`config.mk`:
```
export PLATFORM = sky130hd
export DESIGN_NAME = sc_state_endpoint
export DESIGN_NICKNAME = d
export VERILOG_FILES = /design/src/rtl/sc_state_endpoint.sv
export SDC_FILE = /design/constraint.sdc
export NUM_CORES = 1
export LEC_CHECK = 0
export CAP_MARGIN = 20
export CORE_AREA = 2 2 260 262
export DETAILED_ROUTE_END_ITERATION = 10
export DIE_AREA = 0 0 262 264
export GPL_ROUTABILITY_DRIVEN = 0
export PLACE_DENSITY = 0.75
export SLEW_MARGIN = 20
export SYNTH_ARGS = -nofsm -noshare
export SYNTH_HDL_FRONTEND = slang
export SYNTH_SLANG_ARGS = --single-unit
```
`constraint.sdc`:
```
create_clock -name axis_aclk -period 5.9 [get_ports axis_aclk]
set_clock_uncertainty 0.15 [all_clocks]
set_input_delay 0.885 -clock axis_aclk [delete_from_list [all_inputs] [get_ports axis_aclk]]
set_output_delay 0.885 -clock axis_aclk [all_outputs]
set_load 0.005 [all_outputs]
```
`src/rtl/sc_state_endpoint.sv`:
```
// sc_state_endpoint: far end of the 32-bit state-channel AXI-Stream in a reconfigurable
// module. A save command snapshots the live state bank and streams it out on m_axis_sc.
// A load command receives a state frame on s_axis_sc and, if the frame is well formed,
// restores state_out atomically.
//
// Ports:
//   axis_aclk, axis_resetn     clock, asynchronous active-low reset
//   sc_save, sc_load, sc_port  commands, sampled in IDLE when sc_port == PORT_ID
//   s_axis_sc_*                load stream (sink)
//   m_axis_sc_*                save stream (source)
//   state_in                   live state bank, word i at [i*SC_WIDTH +: SC_WIDTH]
//   state_out                  restored state bank
//   state_load_valid           one-cycle pulse when state_out has been updated
//   busy                       high outside IDLE
//   error                      one-cycle pulse after a malformed load frame ends
module sc_state_endpoint #(
    parameter int unsigned SC_WIDTH    = 32,
    parameter int unsigned STATE_WORDS = 8,
    parameter logic [3:0]  PORT_ID     = 4'd0
) (
    input  logic                            axis_aclk,
    input  logic                            axis_resetn,
    input  logic                            sc_save,
    input  logic                            sc_load,
    input  logic [3:0]                      sc_port,
    input  logic [SC_WIDTH-1:0]             s_axis_sc_tdata,
    input  logic [SC_WIDTH/8-1:0]           s_axis_sc_tkeep,
    input  logic                            s_axis_sc_tvalid,
    output logic                            s_axis_sc_tready,
    input  logic                            s_axis_sc_tlast,
    output logic [SC_WIDTH-1:0]             m_axis_sc_tdata,
    output logic [SC_WIDTH/8-1:0]           m_axis_sc_tkeep,
    output logic                            m_axis_sc_tvalid,
    input  logic                            m_axis_sc_tready,
    output logic                            m_axis_sc_tlast,
    input  logic [STATE_WORDS*SC_WIDTH-1:0] state_in,
    output logic [STATE_WORDS*SC_WIDTH-1:0] state_out,
    output logic                            state_load_valid,
    output logic                            busy,
    output logic                            error
);

    localparam int unsigned     KeepW    = SC_WIDTH / 8;
    localparam int unsigned     CntW     = $clog2(STATE_WORDS);
    localparam logic [CntW-1:0] CntLast  = CntW'(STATE_WORDS - 1);
    localparam logic [KeepW-1:0] KeepOnes = {KeepW{1'b1}};

    typedef enum logic [1:0] {StIdle, StSave, StLoad, StDrain} state_e;

    state_e                          state_q;
    logic [CntW-1:0]                 cnt_q;
    logic [SC_WIDTH-1:0]             shadow_q [STATE_WORDS];
    logic [SC_WIDTH-1:0]             m_tdata_q;
    logic [KeepW-1:0]                m_tkeep_q;
    logic                            m_tvalid_q;
    logic                            m_tlast_q;
    logic                            s_tready_q;
    logic [STATE_WORDS*SC_WIDTH-1:0] state_out_q;
    logic                            state_load_valid_q;
    logic                            busy_q;
    logic                            error_q;

    logic [CntW-1:0]                 cnt_nxt;
    logic                            cmd_hit;
    logic                            s_hs;
    logic                            m_hs;
    logic                            keep_ok;
    logic                            at_last;
    logic [STATE_WORDS*SC_WIDTH-1:0] load_bank;

    always_comb begin
        cnt_nxt = cnt_q + CntW'(1);
        cmd_hit = (sc_port == PORT_ID);
        s_hs    = s_axis_sc_tvalid && s_tready_q;
        m_hs    = m_tvalid_q && m_axis_sc_tready;
        keep_ok = (s_axis_sc_tkeep == KeepOnes);
        at_last = (cnt_q == CntLast);
        // Shadow bank as it will look once the current beat is written, so a good frame
        // can be committed to state_out on the same edge that accepts its last beat.
        load_bank = '0;
        for (int unsigned i = 0; i < STATE_WORDS; i++) begin
            load_bank[i*SC_WIDTH +: SC_WIDTH] =
                (CntW'(i) == cnt_q) ? s_axis_sc_tdata : shadow_q[i];
        end
    end

    always_ff @(posedge axis_aclk or negedge axis_resetn) begin
        if (!axis_resetn) begin
            state_q            <= StIdle;
            cnt_q              <= '0;
            m_tdata_q          <= '0;
            m_tkeep_q          <= '0;
            m_tvalid_q         <= 1'b0;
            m_tlast_q          <= 1'b0;
            s_tready_q         <= 1'b0;
            state_out_q        <= '0;
            state_load_valid_q <= 1'b0;
            busy_q             <= 1'b0;
            error_q            <= 1'b0;
            for (int unsigned i = 0; i < STATE_WORDS; i++) begin
                shadow_q[i] <= '0;
            end
        end else begin
            error_q            <= 1'b0;
            state_load_valid_q <= 1'b0;
            unique case (state_q)
                StIdle: begin
                    // Save wins over a simultaneous load; the load is dropped.
                    if (cmd_hit && sc_save) begin
                        for (int unsigned i = 0; i < STATE_WORDS; i++) begin
                            shadow_q[i] <= state_in[i*SC_WIDTH +: SC_WIDTH];
                        end
                        m_tdata_q  <= state_in[SC_WIDTH-1:0];
                        m_tkeep_q  <= KeepOnes;
                        m_tvalid_q <= 1'b1;
                        m_tlast_q  <= 1'b0;  // at least two words, so word 0 is never last
                        cnt_q      <= '0;
                        busy_q     <= 1'b1;
                        state_q    <= StSave;
                    end else if (cmd_hit && sc_load) begin
                        s_tready_q <= 1'b1;
                        cnt_q      <= '0;
                        busy_q     <= 1'b1;
                        state_q    <= StLoad;
                    end
                end
                StSave: begin
                    if (m_hs) begin
                        if (at_last) begin
                            m_tdata_q  <= '0;
                            m_tkeep_q  <= '0;
                            m_tvalid_q <= 1'b0;
                            m_tlast_q  <= 1'b0;
                            cnt_q      <= '0;
                            busy_q     <= 1'b0;
                            state_q    <= StIdle;
                        end else begin
                            cnt_q     <= cnt_nxt;
                            m_tdata_q <= shadow_q[cnt_nxt];
                            m_tlast_q <= (cnt_nxt == CntLast);
                        end
                    end
                end
                StLoad: begin
                    if (s_hs) begin
                        shadow_q[cnt_q] <= s_axis_sc_tdata;
                        if (s_axis_sc_tlast) begin
                            s_tready_q <= 1'b0;
                            cnt_q      <= '0;
                            busy_q     <= 1'b0;
                            state_q    <= StIdle;
                            if (at_last && keep_ok) begin
                                state_out_q        <= load_bank;
                                state_load_valid_q <= 1'b1;
                            end else begin
                                error_q <= 1'b1;
                            end
                        end else if (!keep_ok || at_last) begin
                            // Overlong frame or bad byte enables: swallow the rest.
                            cnt_q   <= '0;
                            state_q <= StDrain;
                        end else begin
                            cnt_q <= cnt_nxt;
                        end
                    end
                end
                StDrain: begin
                    if (s_hs && s_axis_sc_tlast) begin
                        s_tready_q <= 1'b0;
                        busy_q     <= 1'b0;
                        error_q    <= 1'b1;
                        state_q    <= StIdle;
                    end
                end
                default: state_q <= StIdle;
            endcase
        end
    end

    assign m_axis_sc_tdata  = m_tdata_q;
    assign m_axis_sc_tkeep  = m_tkeep_q;
    assign m_axis_sc_tvalid = m_tvalid_q;
    assign m_axis_sc_tlast  = m_tlast_q;
    assign s_axis_sc_tready = s_tready_q;
    assign state_out        = state_out_q;
    assign state_load_valid = state_load_valid_q;
    assign busy             = busy_q;
    assign error            = error_q;

endmodule

```
==> results of run 1 <==
## cell usage after synthesis, drive strengths merged, types with 32 or more instances
| cell type | instances |
|---|---|
| a31oi | 225 |
| nand2 | 298 |
| buf | 130 |
| o2bb2ai | 32 |
| dfrtp | 555 |
| a32oi | 32 |
| o21ai | 265 |
| nor2 | 235 |
| a21oi | 515 |
| mux2i | 386 |
| clkbuf | 196 |
| a22oi | 64 |
| mux2 | 35 |
## cells by family after synthesis
group           Yosys count
compound gates         1144
fa+ha+maj                10
buf+inv                 336
flops                   555
mux                     421
simple gates            564
## registers in the layout, summed over array words and instances (netlist names)
register          flops
shadow_q            256
state_out           256
m_axis_sc_tdata      32
cnt_q                 3
state_q               2
busy                  1
error                 1
m_axis_sc_tkeep       1
m_axis_sc_tlast       1
s_axis_sc_tready      1
state_load_valid      1
## power groups by stage
| stage | Clock, W | Combinational [W] | Sequential [W] |
|---|---|---|---|
| after floorplan | 0 | 0.000193 | 0.00388 |
| after global placement | 0 | 0.000625 | 0.00388 |
| after detailed placement | 0 | 0.000622 | 0.00388 |
| after CTS | 0.00378 | 0.000625 | 0.00381 |
| after global routing | 0.00392 | 0.000662 | 0.00381 |
| final | 0.00375 | 0.000636 | 0.00381 |
## worst paths after layout
kind | slack, ns | from | cells past startpoint | endpoint
min reg2reg | 0.33 | state_out[93]$_DFFE_PN0P_ | 2 | state_out[93]$_DFFE_PN0P_
max | 2.05 | state_q[0]$_DFFE_PN0P_ | 8 | shadow_q[167]$_DFFE_PN0P_
min in group axis_aclk | 0.33 | state_out[93]$_DFFE_PN0P_ | 2 | state_out[93]$_DFFE_PN0P_
min | 0.15 | axis_resetn | 1 | state_load_valid$_DFF_PN0_
max reg2reg | 2.05 | state_q[0]$_DFFE_PN0P_ | 8 | shadow_q[167]$_DFFE_PN0P_
max in group asynchronous | 4.07 | axis_resetn | 2 | state_out[143]$_DFFE_PN0P_
## worst max-delay path, stage by stage, from the launching register on
cell and delay, ns:
dfrtp_1 0.40, inv_1 0.15, ha_4 0.75, inv_8 0.41, o22ai_4 0.73, buf_12 0.30, buf_12 0.35, a21oi_1 0.14
a31oi_1 0.20
## metal layers
metal	GRT usage, %	vias up
li1	-	11700
met1	44.5	13400
met2	49.8	1957
met3	8.23	428
met4	19.2	8
met5	0	-
## through the flow
stage | utilization (%) | setup slack, ns | instance area, µm² | cells
after floorplan | - | 3.23 | 28300 | 3030
after global placement | 52.3 | 1.69 | 34800 | 4229
after detailed placement | 52.3 | 1.68 | 34800 | 4229
after CTS | 55.2 | 2.17 | 36700 | 4337
after global routing | 55.4 | 1.86 | 36900 | 4351
final | 55.4 | 2.05 | 36900 | 4355
## final cells by class
type	instances	area (µm²)
repair buffers	655	6660
fillers	5918	29700
clock buffers	91	1770
inverters	10	45.0
flip-flops and latches	555	13900
multi-input cells	2139	13200
well taps	873	1090
clock inverters	17	148
diodes	15	37.5
==> flow_results.xml, run 1 <==
<?xml version="1.0" encoding="UTF-8"?>
<metrics>
  <group name="status">
    <metric name="outcome" unit="">complete, no violations</metric>
  </group>
  <group name="pwr">
    <metric name="power-per-cell-area" unit="nW/µm²">222</metric>
    <metric name="worst_ir_drop_vdd" unit="mV">0.257</metric>
    <metric name="power" unit="W">0.00820</metric>
    <metric name="share_comb_of_total_power" unit="%">7.8</metric>
    <metric name="p_seq_share" unit="%">46.4</metric>
    <metric name="clock_share_of_power" unit="%">45.8</metric>
    <metric name="leakage" unit="nW">17.2</metric>
    <metric name="switching_share" unit="%">24.2</metric>
    <metric name="intPower" unit="W">0.00622</metric>
    <metric name="netSwitchingPower" unit="W">0.00198</metric>
  </group>
  <group name="cells_and_area">
    <metric name="area_growth_syn_to_fin" unit="%">30.1</metric>
    <metric name="layout.cells.most_common" unit="">clkdlybuf4s50_1</metric>
    <metric name="layout-drive-gt1-share" unit="%">6.14</metric>
    <metric name="mostFrequentLayoutCells" unit="">599 x clkdlybuf4s50_1, 555 x dfrtp_1, 515 x a21oi_1, 386 x mux2i_1, 291 x nand2_1</metric>
    <metric name="finish.net_count" unit="">3733</metric>
  </group>
  <group name="global_route">
    <metric name="vias_in_the_first_global_route" unit="">26300</metric>
    <metric name="track_usage" unit="%">33.5</metric>
    <metric name="grt_start_max_net_pins" unit="">228</metric>
    <metric name="grt_antenna_before_repair" unit="">17</metric>
    <metric name="global_route.overflow_total" unit="">0</metric>
    <metric name="wire_length_of_the_first_global_routing_pass" unit="mm">173</metric>
  </group>
  <group name="timing">
    <metric name="timing.final.max_slew_violations" unit="">0</metric>
    <metric name="max_freq" unit="GHz">0.260</metric>
    <metric name="setup_repair_after_global_routing_missed_its_margin" unit="">false</metric>
    <metric name="finalHoldViolations" unit="">0</metric>
    <metric name="layout_min_cycle_time" unit="ns">3.85</metric>
    <metric name="worst-slew-pin-transition" unit="ns">1.14</metric>
    <metric name="setup_tns" unit="ns">0</metric>
    <metric name="period_utilization_post_route" unit="%">65.3</metric>
    <metric name="slew_headroom" unit="%">24.1</metric>
    <metric name="timing.final.setup_violations" unit="">0</metric>
    <metric name="fin_worst_hold_slack" unit="ns">0.149</metric>
  </group>
  <group name="cts">
    <metric name="hold_buffers" unit="">0</metric>
    <metric name="cts.sink_count" unit="">555</metric>
    <metric name="worst_skew_pair.late_latency" unit="ns">0.63</metric>
    <metric name="clock_buffer_count_from_cts" unit="">59</metric>
    <metric name="cts_htree_levels" unit="">2</metric>
    <metric name="clock_path_buffers" unit="">3</metric>
    <metric name="post_cts_resized" unit="">0</metric>
    <metric name="postCtsSetupBuffers" unit="">0</metric>
    <metric name="tritoncts" unit="">yes</metric>
    <metric name="ctsRootBufferMaster" unit="">clkbuf_16</metric>
    <metric name="clkSlewWorstSetupHoldPaths" unit="ns">0.06</metric>
  </group>
  <group name="detailed_routing">
    <metric name="post_drt_wl_per_cell" unit="µm">27.5</metric>
    <metric name="routedLengthMet1" unit="mm">45.8</metric>
    <metric name="initialDrtViolationCount" unit="">4008</metric>
    <metric name="postRouteAntennaNets" unit="">0</metric>
    <metric name="via_per_inst" unit="">6.31</metric>
    <metric name="drt_first_pass_iters" unit="">6</metric>
    <metric name="vias" unit="">27500</metric>
    <metric name="drt_drc_violations_left" unit="">0</metric>
    <metric name="routed.top_layer" unit="">met5</metric>
    <metric name="met2_wirelength" unit="mm">52.3</metric>
    <metric name="wl" unit="mm">120</metric>
    <metric name="total_length_of_routed_met3_wires" unit="mm">13.5</metric>
  </group>
  <group name="synth">
    <metric name="largest_family_of_logic_cells_by_synthesized_area" unit="">compound AO/OA/AOI/OAI gates</metric>
    <metric name="synthesis.instances" unit="">3030</metric>
    <metric name="synth.ff_latch_count" unit="">555</metric>
    <metric name="synth_area_per_cell" unit="µm²">9.35</metric>
    <metric name="asyncSetResetFlopFracSynth" unit="%">100</metric>
    <metric name="ys_dominant_reg_cell" unit="">dfrtp_1</metric>
    <metric name="synth-warning-count" unit="">0</metric>
    <metric name="synth-simple-area-share" unit="%">7.79</metric>
    <metric name="yosysSeqAreaShare" unit="%">49.0</metric>
    <metric name="synth.mux.area_fraction" unit="%">15.0</metric>
    <metric name="netlist.area_leader.share" unit="%">49.0</metric>
    <metric name="synth_xor_xnor_area_share" unit="%">0</metric>
    <metric name="mapped_cell_area" unit="µm²">28300</metric>
    <metric name="synthTopCellsByArea" unit="">dfrtp_1 49%, mux2i_1 14%, a21oi_1 9.1%</metric>
    <metric name="synth_cell_type_count" unit="">48</metric>
    <metric name="post_synth_fa_ha_maj_area_fraction" unit="%">0.442</metric>
    <metric name="synth_compound_gate_area_share" unit="%">22.8</metric>
    <metric name="mappedNetlistNets" unit="">3343</metric>
    <metric name="synthDominantAreaCellType" unit="">dfrtp_1</metric>
    <metric name="synth_edf_count" unit="">0</metric>
  </group>
  <group name="setup_path">
    <metric name="worst_setup_path_end_kind" unit="">flip-flop</metric>
    <metric name="critPathRequiredTime" unit="ns">6.28</metric>
    <metric name="critPathMaxFanout" unit="">102</metric>
    <metric name="setup.worst_path.class" unit="">flip-flop to flip-flop</metric>
    <metric name="crit_path_dat" unit="ns">4.23</metric>
    <metric name="timing.critical_path.from_type" unit="">flip-flop</metric>
  </group>
  <group name="die">
    <metric name="die_height" unit="µm">264</metric>
    <metric name="boundaryPins" unit="">601</metric>
    <metric name="rows" unit="">95</metric>
    <metric name="die_area" unit="µm²">69200</metric>
    <metric name="die_w" unit="µm">262</metric>
    <metric name="initial_utilization" unit="%">42.6</metric>
    <metric name="core_area" unit="µm²">66600</metric>
  </group>
  <group name="placement">
    <metric name="detailedPlacementHpwl" unit="mm">78.4</metric>
    <metric name="number_of_i_o_port_buffers" unit="">600</metric>
  </group>
  <group name="run">
    <metric name="max_cap_violations" unit="">0</metric>
  </group>
  <group name="hold_path">
    <metric name="worst_hold_path_type" unit="">input pin to async pin</metric>
  </group>
</metrics>
Power figures use the tool's default switching activity.
==> inputs of run 2 (changes only) <==
PLACE_DENSITY = 0.78   (was 0.75)
clock period = 3.3 ns   (was 5.9 ns; I/O delays follow)
==> run 2 against run 1 <==
  * Clock power rose by 96%
  * Core utilization rose by 1.5 points
  * Worst hold slack improved by 0.12 ns
  * Largest cell class unchanged
  * Cell count rose by 1.8%
  * Combinational power rose by 89%
  * Total power rose by 87%
  * Highest routed layer unchanged
  * Critical endpoint is now cnt_q[0]$_DFFE_PN0P_
==> flow_results.xml, run 2 (synthesis results as in run 1) <==
<?xml version="1.0" encoding="UTF-8"?>
<metrics>
  <group name="cts">
    <metric name="ctsRootBufferMaster" unit="">clkbuf_16</metric>
    <metric name="clock_buffer_count_from_cts" unit="">58</metric>
    <metric name="postCtsSetupBuffers" unit="">0</metric>
    <metric name="worst_skew_pair.late_latency" unit="ns">0.63</metric>
    <metric name="clkSlewWorstSetupHoldPaths" unit="ns">0.07</metric>
    <metric name="hold_buffers" unit="">1</metric>
    <metric name="cts.sink_count" unit="">555</metric>
    <metric name="cts_htree_levels" unit="">2</metric>
    <metric name="tritoncts" unit="">yes</metric>
    <metric name="clock_path_buffers" unit="">3</metric>
    <metric name="post_cts_resized" unit="">0</metric>
  </group>
  <group name="detailed_routing">
    <metric name="drt_first_pass_iters" unit="">8</metric>
    <metric name="post_drt_wl_per_cell" unit="µm">27.6</metric>
    <metric name="vias" unit="">28000</metric>
    <metric name="postRouteAntennaNets" unit="">0</metric>
    <metric name="via_per_inst" unit="">6.30</metric>
    <metric name="wl" unit="mm">122</metric>
    <metric name="initialDrtViolationCount" unit="">3847</metric>
    <metric name="drt_drc_violations_left" unit="">0</metric>
  </group>
  <group name="cells_and_area">
    <metric name="finish.net_count" unit="">3810</metric>
    <metric name="layout.cells.most_common" unit="">clkdlybuf4s50_1</metric>
    <metric name="filler_cell_count" unit="">5681</metric>
    <metric name="post-route-util" unit="%">56.9</metric>
    <metric name="area_growth_syn_to_fin" unit="%">33.7</metric>
    <metric name="fin_cells" unit="">4435</metric>
    <metric name="mostFrequentLayoutCells" unit="">599 x clkdlybuf4s50_1, 555 x dfrtp_1, 515 x a21oi_1, 386 x mux2i_1, 291 x nand2_1</metric>
    <metric name="layout-drive-gt1-share" unit="%">8.36</metric>
  </group>
  <group name="die">
    <metric name="die_area" unit="µm²">69200</metric>
    <metric name="boundaryPins" unit="">601</metric>
    <metric name="core_area" unit="µm²">66600</metric>
    <metric name="die_w" unit="µm">262</metric>
    <metric name="die_height" unit="µm">264</metric>
    <metric name="rows" unit="">95</metric>
    <metric name="initial_utilization" unit="%">42.6</metric>
  </group>
  <group name="setup_path">
    <metric name="crit_path_dat" unit="ns">3.30</metric>
    <metric name="critical_path.top_delay_family" unit="">simple AND/OR/NAND/NOR gates</metric>
    <metric name="setup.worst_path.class" unit="">flip-flop to flip-flop</metric>
    <metric name="worst_path_largest_cell_delay" unit="ns">0.63</metric>
    <metric name="cp_cell_sequence" unit="">ha_1 &gt; ha_4 &gt; nor2b_4 &gt; buf_4 &gt; o2111ai_1 &gt; mux2i_1</metric>
    <metric name="critPathRequiredTime" unit="ns">3.69</metric>
    <metric name="worst_setup_path_end_kind" unit="">flip-flop</metric>
    <metric name="critPathSlowestCell" unit="">nor2b_4</metric>
    <metric name="critPathMaxFanout" unit="">18</metric>
    <metric name="timing.critical_path.from_type" unit="">flip-flop</metric>
    <metric name="crit_buf_inv" unit="">1</metric>
  </group>
  <group name="global_route">
    <metric name="track_usage" unit="%">34.3</metric>
    <metric name="grt_start_max_net_pins" unit="">221</metric>
    <metric name="vias_in_the_first_global_route" unit="">26800</metric>
    <metric name="wire_length_of_the_first_global_routing_pass" unit="mm">177</metric>
    <metric name="grt_antenna_before_repair" unit="">24</metric>
    <metric name="global_route.overflow_total" unit="">0</metric>
  </group>
  <group name="placement">
    <metric name="number_of_i_o_port_buffers" unit="">600</metric>
    <metric name="detailedPlacementHpwl" unit="mm">82.1</metric>
    <metric name="dp_worst_setup_slack" unit="ns">0.176</metric>
    <metric name="dpl.cell_count" unit="">4309</metric>
  </group>
  <group name="timing">
    <metric name="fin_worst_hold_slack" unit="ns">0.268</metric>
    <metric name="layout_min_cycle_time" unit="ns">2.91</metric>
    <metric name="finalWorstSetupSlack" unit="ns">0.391</metric>
    <metric name="timing.final.setup_violations" unit="">0</metric>
    <metric name="slew_headroom" unit="%">39.6</metric>
    <metric name="timing.final.max_slew_violations" unit="">0</metric>
    <metric name="setup_repair_after_global_routing_missed_its_margin" unit="">false</metric>
    <metric name="worst-slew-pin-transition" unit="ns">0.906</metric>
    <metric name="setup_tns" unit="ns">0</metric>
    <metric name="period_utilization_post_route" unit="%">88.2</metric>
    <metric name="finalHoldViolations" unit="">0</metric>
    <metric name="max_freq" unit="GHz">0.344</metric>
  </group>
  <group name="pwr">
    <metric name="intPower" unit="W">0.0118</metric>
    <metric name="leakage" unit="nW">17.8</metric>
    <metric name="netSwitchingPower" unit="W">0.00360</metric>
    <metric name="share_comb_of_total_power" unit="%">7.8</metric>
    <metric name="p_seq_share" unit="%">44.3</metric>
    <metric name="worst_ir_drop_vdd" unit="mV">0.389</metric>
    <metric name="switching_share" unit="%">23.4</metric>
    <metric name="clock_share_of_power" unit="%">47.9</metric>
    <metric name="power-per-cell-area" unit="nW/µm²">406</metric>
  </group>
  <group name="hold_path">
    <metric name="worst_hold_path_type" unit="">input pin to async pin</metric>
  </group>
  <group name="run">
    <metric name="max_cap_violations" unit="">0</metric>
  </group>
  <group name="status">
    <metric name="outcome" unit="">complete, no violations</metric>
  </group>
</metrics>
==> run 2: cell count changes in the layout (fill, tap and decap cells not counted), sizes merged <==
| cell | previous run | this run |
|---|---|---|
| diode | 15 | 20 |
| buf | 56 | 133 |
| clkinvlp | 2 | 3 |
| clkbuf | 91 | 77 |
| bufinv | 2 | 12 |
| inv | 9 | 11 |
| dlygate4sd3 | 0 | 1 |
| clkinv | 14 | 12 |
==> run 2: power groups by stage <==
stage | Sequential (W) | Clock [W] | Combinational, W
floorplan | 0.00693 | 0 | 0.000346
global placement | 0.00693 | 0 | 0.00117
detailed placement | 0.00693 | 0 | 0.00117
CTS | 0.00681 | 0.00740 | 0.00118
global route | 0.00680 | 0.00766 | 0.00125
finish | 0.00681 | 0.00736 | 0.00120
==> run 2: cell type report <==
type	count	area [µm²]	area share [%]
inverters	10	45.0	0.119
well taps	873	1090	2.88
clock inverters	28	462	1.22
repair buffers	733	7470	19.7
multi-input cells	2139	13200	34.9
clock buffers	77	1640	4.34
diodes	20	50.0	0.132
flip-flops and latches	555	13900	36.7
==> run 2: path summary, 6_finish.rpt <==
| check | startpoint | end | slack (ns) | cells past startpoint |
|---|---|---|---|---|
| min in group axis_aclk | state_out[242]$_DFFE_PN0P_ | state_out[242]$_DFFE_PN0P_ | 0.33 | 2 |
| setup reg to reg | cnt_q[1]$_DFFE_PN0P_ | cnt_q[0]$_DFFE_PN0P_ | 0.39 | 6 |
| hold / removal | axis_resetn | state_out[218]$_DFFE_PN0P_ | 0.27 | 2 |
| max in group asynchronous | axis_resetn | state_out[180]$_DFFE_PN0P_ | 1.82 | 4 |
| hold reg to reg | state_out[242]$_DFFE_PN0P_ | state_out[242]$_DFFE_PN0P_ | 0.33 | 2 |
| setup / recovery | cnt_q[1]$_DFFE_PN0P_ | cnt_q[0]$_DFFE_PN0P_ | 0.39 | 6 |
==> run 2: per-layer routing <==
metal / wire length [µm] / global-route usage (%)
met1: 45300 / 44.4
met2: 54500 / 52.2
met3: 14100 / 8.28
met4: 8370 / 20.3
met5: 55 / 0
==> run 2: stage by stage <==
| stage | total power [W] | instance area (µm²) |
|---|---|---|
| after detailed placement | 0.00810 | 35700 |
| after CTS | 0.0154 | 37800 |
| final | 0.0154 | 37900 |
| after global routing | 0.0157 | 37900 |
| after global placement | 0.00811 | 35700 |
| after floorplan | 0.00728 | 28300 |
